--- src/rtl/sc_scbc_irq_ctrl.sv ---
// sc_scbc_irq_ctrl: interrupt status/enable block behind the SCBC register decoder.
// Sticky W1C status per source, enable mask, edge/level mode, W1S test register,
// lowest-index pending vector and one registered IRQ line.
module sc_scbc_irq_ctrl #(
    parameter int unsigned NUM_SRC   = 8,
    parameter logic [15:0] BASE_ADDR = 16'h0010,
    parameter logic [31:0] MODE_INIT = 32'h0
) (
    input  logic               clk,
    input  logic               rst,
    input  logic [NUM_SRC-1:0] src,
    input  logic               reg_we,
    input  logic               reg_re,
    input  logic [15:0]        reg_addr,
    input  logic [3:0]         reg_be,
    input  logic [31:0]        reg_wdata,
    output logic [31:0]        reg_rdata,
    output logic               reg_ack,
    output logic               irq
);

    localparam logic [13:0] BASE_WORD = BASE_ADDR[15:2];

    localparam logic [2:0] OFF_ISR  = 3'd0;
    localparam logic [2:0] OFF_IER  = 3'd1;
    localparam logic [2:0] OFF_MSR  = 3'd2;
    localparam logic [2:0] OFF_MODE = 3'd3;
    localparam logic [2:0] OFF_SET  = 3'd4;
    localparam logic [2:0] OFF_VEC  = 3'd5;

    logic [NUM_SRC-1:0] isr_q, isr_d;
    logic [NUM_SRC-1:0] ier_q;
    logic [NUM_SRC-1:0] mode_q;
    logic [NUM_SRC-1:0] src_d_q;
    logic [NUM_SRC-1:0] msr;
    logic [NUM_SRC-1:0] ev;
    logic [NUM_SRC-1:0] clr;
    logic [NUM_SRC-1:0] set;
    logic [NUM_SRC-1:0] wval;

    logic [31:0] byte_mask;
    logic [31:0] wdata_m;
    logic [13:0] word_off;
    logic        hit;
    logic        wr_isr, wr_ier, wr_mode, wr_set;
    logic        rd_en;
    logic [31:0] rd_val;
    logic [4:0]  vec_idx;
    logic [31:0] vec_val;
    logic        unused_bits;

    // Address decode and byte-masked write data
    always_comb begin
        byte_mask = {{8{reg_be[3]}}, {8{reg_be[2]}}, {8{reg_be[1]}}, {8{reg_be[0]}}};
        wdata_m   = reg_wdata & byte_mask;
        wval      = wdata_m[NUM_SRC-1:0];
        // Addresses below the base wrap to a large offset and miss
        word_off  = reg_addr[15:2] - BASE_WORD;
        hit       = (word_off < 14'd6);
        wr_isr    = reg_we && hit && (word_off[2:0] == OFF_ISR);
        wr_ier    = reg_we && hit && (word_off[2:0] == OFF_IER);
        wr_mode   = reg_we && hit && (word_off[2:0] == OFF_MODE);
        wr_set    = reg_we && hit && (word_off[2:0] == OFF_SET);
        // A simultaneous write and read is treated as a write only
        rd_en     = reg_re && !reg_we;
    end

    assign unused_bits = ^{reg_addr[1:0], wdata_m};

    // Event detection, masked status and next status
    always_comb begin
        msr   = isr_q & ier_q;
        ev    = (mode_q & src & ~src_d_q) | (~mode_q & src);
        clr   = wr_isr ? wval : '0;
        set   = wr_set ? wval : '0;
        // Events and SET are ORed after the clear so nothing is lost in a collision
        isr_d = (isr_q & ~clr) | ev | set;
    end

    // Lowest pending index among enabled status bits
    always_comb begin
        vec_idx = '0;
        for (int i = NUM_SRC - 1; i >= 0; i--) begin
            if (msr[i]) begin
                vec_idx = 5'(i);
            end
        end
        vec_val = {|msr, 26'b0, vec_idx};
    end

    // Read data mux; unmapped offsets and SET read as zero
    always_comb begin
        rd_val = '0;
        if (hit) begin
            case (word_off[2:0])
                OFF_ISR:  rd_val = 32'(isr_q);
                OFF_IER:  rd_val = 32'(ier_q);
                OFF_MSR:  rd_val = 32'(msr);
                OFF_MODE: rd_val = 32'(mode_q);
                OFF_VEC:  rd_val = vec_val;
                default:  rd_val = '0;
            endcase
        end
    end

    // Interrupt state registers
    always_ff @(posedge clk) begin
        if (rst) begin
            isr_q   <= '0;
            ier_q   <= '0;
            mode_q  <= MODE_INIT[NUM_SRC-1:0];
            src_d_q <= '0;
            irq     <= 1'b0;
        end else begin
            isr_q   <= isr_d;
            src_d_q <= src;
            irq     <= |msr;
            if (wr_ier) begin
                ier_q <= wval;
            end
            if (wr_mode) begin
                mode_q <= wval;
            end
        end
    end

    // Bus acknowledge and held read data
    always_ff @(posedge clk) begin
        if (rst) begin
            reg_ack   <= 1'b0;
            reg_rdata <= '0;
        end else begin
            reg_ack <= reg_we | reg_re;
            if (rd_en) begin
                reg_rdata <= rd_val;
            end
        end
    end

endmodule
--- config.mk ---
export PLATFORM = sky130hd
export DESIGN_NAME = sc_scbc_irq_ctrl
export DESIGN_NICKNAME = d
export VERILOG_FILES = /design/src/rtl/sc_scbc_irq_ctrl.sv
export SDC_FILE = /design/constraint.sdc
export NUM_CORES = 1
export LEC_CHECK = 0
export ABC_AREA = 1
export CORE_ASPECT_RATIO = 1.5
export CORE_UTILIZATION = 43
export DETAILED_ROUTE_END_ITERATION = 12
export HOLD_SLACK_MARGIN = 0.05
export PLACE_DENSITY = 0.89
export SYNTH_ARGS = -nofsm -noshare
export SYNTH_HDL_FRONTEND = slang
export SYNTH_SLANG_ARGS = --single-unit
--- constraint.sdc ---
create_clock -name clk -period 2.65 [get_ports clk]
set_input_delay 0.795 -clock clk [delete_from_list [all_inputs] [get_ports clk]]
set_output_delay 0.795 -clock clk [all_outputs]
set_load 0.05 [all_outputs]
### Yosys cells after proc, flatten, opt, wreduce, memory -nomap -nowiden

Index checks and enable logic that the tools add are counted.

* output and inout bits: 34
* word-level logic and storage cells: 48
* register bits: 66

* multiplexer cells: 12
* order comparisons: 1
* bitwise operators: 13
* eq/ne operators: 5
* $add $sub $neg: 1
* reduce and logical (&&, ||, !) cells: 9

Operator list (count)
* 32-bit case mux with 5 select lines: 1
* 8-bit bitwise AND: 6
* 5-bit two-way mux: 7
* 32-bit two-way mux: 1
* 8-bit inverter: 3
* 8-bit bitwise OR: 3
* 8-bit two-way mux: 2
* 14-bit by 3-bit < comparator with 1-bit output (second input constant): 1
* 14-bit by 3-bit subtractor with 14-bit output (second input constant): 1
* 8-bit OR reduction: 1
* 3-bit by 2-bit equality test with 1-bit output (second input constant): 2
* 3-bit equality test (second input constant): 2
* 1-bit logical AND: 6
* 3-bit by 1-bit equality test with 1-bit output (second input constant): 1
* 3-bit logical NOT: 1
* 3-bit two-way mux: 1
* 1-bit logical NOT: 1
* 1-bit bitwise OR: 1

### Logic depth before layout (Yosys ltp)

* depth in word-level cells: 11
* mapped depth: 14

### Worst setup path after synthesis

Ideal clock, no wire load.

* path type: input to register
* start: input port reg_addr[4]
* end: register ier_q[2]
* path slack: 0.470 ns
* stages: 13
* library setup time: 0.116 ns
* data arrival time: 2.064 ns
* path through: buf_6 > inv_2 > ha_1 > inv_1 > o21ai_1 > nand3_2 > nor2_4 > nand3_2 > nor2_4 > buf_6 > nand2_1 > nand2_1 > a21oi_1

* cells in the longest elaborated chain, start to end: 4
* elaborated cells between the ends (all ways): 5

RTL lines
* from (decl): line 14 `input logic [15:0] reg_addr,`
* 14-bit by 3-bit subtractor with 14-bit output *: line 58 `word_off = reg_addr[15:2] - BASE_WORD;`
* 14-bit by 3-bit < comparator with 1-bit output: line 59 `hit = (word_off < 14'd6);`
* 1-bit logical AND: line 61 `wr_ier = reg_we && hit && (word_off[2:0] == OFF_IER);`
* 1-bit logical AND *: line 61
* to (signal assigned): line 119 `ier_q <= wval;`
* to (decl): line 32 `logic [NUM_SRC-1:0] ier_q;`

Mark *: on every way between the ends. The rest lies on a longest branch, timed or not.
A chain may end at the register's enable or synchronous reset.

### Final worst setup path

* start: input port reg_addr[4]
* end: register reg_rdata[3]

* cells in the longest elaborated chain, start to end: 4
* elaborated cells between the ends (all ways): 9

RTL lines
* 14-bit by 3-bit subtractor with 14-bit output *: line 58
* branches (longest 2 deep; another with 14-bit by 3-bit < comparator with 1-bit output)
* 32-bit two-way mux *: line 94 `if (hit) begin`
* to (signal assigned): line 135 `reg_rdata <= rd_val;`
* to (decl): line 17 `output logic [31:0] reg_rdata,`

Mark *: on every way between the ends.

==> flow_summary.yaml <==
yosys:
  synthAdderAreaFrac_pct: 1.06
  synth.distinct_cells: 33
  synth_xor_area_share_pct: 0
  ys_ff_latch: 43
  synth_area_per_cell_um2: 6.83
  synth_edf_count: 0
  netlist_area_mm2: 0.00237
  synth_compound_area_share_pct: 20.8
  ys.flop_type: "dfxtp_1"
  ys_seq_area_share_pct: 36.3
  synthArstFlopShare_pct: 0
  yosys_warnings: 0
  synthMuxAreaShare_pct: 0
  synth-simple-area-share_pct: 25.4
  synth_top_family_by_area: "simple AND/OR/NAND/NOR gates"
  syn_inst: 347
timing:
  setup_violations: 0
  post-route-min-period_ns: 2.49
  clock_skew_ns: 0.00391
  max_slew_margin_pct: 64.7
  finalHoldViolations: 0
  fin_crit_sh_pct: 93.9
  fmax_mhz: 402
  tns_ns: 0
  drv_slew: 0
  tightest_slew_ns: 0.528
  whs_ns: 0.463
power:
  power_switching_mw: 0.385
  p_leak_nw: 1.34
  ir_drop_v: 0.000268
  sw_frac_of_total_pct: 27.5
  p_per_area_mw_per_mm2: 471
  clkPwrFrac_pct: 35.7
  pwr-share-comb_pct: 16.5
  power_frac_seq_pct: 47.8
  total_power_mw: 1.40
  power.internal_mw: 1.02
clocking:
  clock-sinks: 43
  cts_buffers: 5
  clk_path_buf_depth: 2
  clk_pin_slew_ns: 0.08
  worstSkewPairLatency_ns: 0.31
  cts-root-buf: "clkbuf_8"
  cts_htree_levels: 2
  hold_buffers: 0
  cts_tree: "built"
routing:
  wl_um: 5570
  vias: 2316
  drt-initial-drc-count: 99
  post_drt_wl_per_cell_um: 11.8
  drc: 0
  avgViaCountPerCell: 4.93
  ant_nets: 0
  dr.pass1.iters: 4
grt:
  grt_pass1_wl_um: 9210
  grt_pass1_vias: 2178
  antenna_found_initial: 0
  track_usage_pct: 20.1
  grt_max_degree: 29
  overflow: 0
cells_and_area:
  utilization_pct: 57.2
  drive_above_1_share_pct: 8.46
  layout.nets: 468
  area_growth_pct: 25.6
  layout_commonest_cell: "nand2_1"
  insertedDiodeCount: 0
  layout_common_cells: "nand2_1, clkdlybuf4s50_1, dfxtp_1"
setup_path:
  cp.arrival_ns: 2.73
  end_kind: "flip-flop"
  crit_path_frequent_cell: "nand2_1"
  slowest_delay_ns: 0.50
  path_cells: "clkdlybuf4s50_1 > inv_2 > ha_1 > nand2_1 > nand2_1 > nor2_1 > nand2_1 > nor2_4 > nand2_1 > nor2_4 > buf_4 > o21ai_0 > a21oi_1"
  worst-setup-path-type: "primary input to flip-flop"
  crit_slowest_cell: "clkdlybuf4s50_1"
  cp_max_fo: 7
  cp-start-kind: "primary input"
  required_ns: 2.89
worst_hold_path:
  hp-class: "flip-flop to flip-flop"
die:
  rows: 32
  die_area_mm2: 0.00582
  die_w_um: 62.6
  io_pins: 98
  coreArea_mm2: 0.00520
  die_y_um: 92.9
  initial_utilization_pct: 45.5
placement:
  port_buffers: 45
  dpl.hpwl_um: 4260
  gp_congestion: 0.959
flow_run:
  maxCapViolCount: 0
status:
  status: "completed"
[per-layer routing]
layer  wire, um  GRT usage, %
met2       3050          38.0
met5          0             0
met3        280          4.80
met4        141          10.7
met1       2090          19.9
[worst max-delay path: cells and delay by family]
family                     cells  cell delay [ns]
AOI/OAI and AO/OA              2             0.19
and+or+nand+nor                7             0.80
buffers and inverters          3             0.72
adders and majority gates      1             0.22
[sequential cells by signal (all words and copies together) (netlist names)]
name	cells
ier_q	8
reg_ack	1
mode_q	8
reg_rdata	9
irq	1
isr_q	8
src_d_q	8
[cell usage after synthesis, types with 2 or more instances]
master      n  area, um2
nor2_4      3       33.8
nand3_1     6       30.0
o2111ai_1   3       26.3
clkbuf_1    3       11.3
ha_1        2       25.0
nor2_1     42        158
dfxtp_1    43        861
inv_2       2       7.51
o21ai_1     2       10.0
a21oi_1    41        205
nand4_1     2       12.5
a21oi_2     2       17.5
nand3_2     2       20.0
o22ai_1     4       25.0
nand2_1    81        304
buf_4      23        173
o21ai_0    17       85.1
o21ai_2     3       26.3
buf_6       2       22.5
o21bai_1   11       82.6
inv_1      41        154
[power groups by stage]
stage / Clock, mW / Combinational (mW) / Sequential, mW
after CTS: 0.500 / 0.231 / 0.670
after floorplan: 0 / 0.173 / 0.686
after detailed placement: 0 / 0.230 / 0.685
final: 0.500 / 0.232 / 0.670
after global placement: 0 / 0.225 / 0.685
after global routing: 0.526 / 0.250 / 0.672
[metrics by stage]
stage                     instances  setup WS [ns]  instance area (um2)
after detailed placement        462         -0.135                 2860
after global routing            470       -0.00297                 2980
after global placement          462        -0.0226                 2860
after floorplan                 369          0.470                 2450
final                           470          0.161                 2980
after CTS                       469          0.176                 2960
[layout make-up]
type / count / area [um2]
tap: 68 / 85.1
clock inverter: 1 / 30.0
timing repair buffer: 56 / 546
sequential: 43 / 861
inverter: 45 / 174
multi-input combinational: 251 / 1210
fill: 491 / 2230
clock buffer: 6 / 72.6
[path summary, 6_finish.rpt]
check | startpoint | to | depth (start not counted) | slack [ns]
max | reg_addr[4] | reg_rdata[3] | 13 | 0.16
min | reg_rdata[7] | reg_rdata[7] | 2 | 0.46
max reg2reg | isr_q[0] | reg_rdata[1] | 6 | 1.38
min reg2reg | reg_rdata[7] | reg_rdata[7] | 2 | 0.46
[cells by family after synthesis]
kind of cell | Yosys count
AOI/OAI and AO/OA | 85
adders and majority gates | 2
buffers and inverters | 75
DFF | 43
other | 1
and+or+nand+nor | 141
[timing repair]
item / in CTS / in global routing
setup buffers: 0 / 1
gates resized for setup: 0 / 4
hold endpoints to repair: 0 / 0
endpoints found under the setup margin: 0 / 3
(Power assumes the default switching activity.)
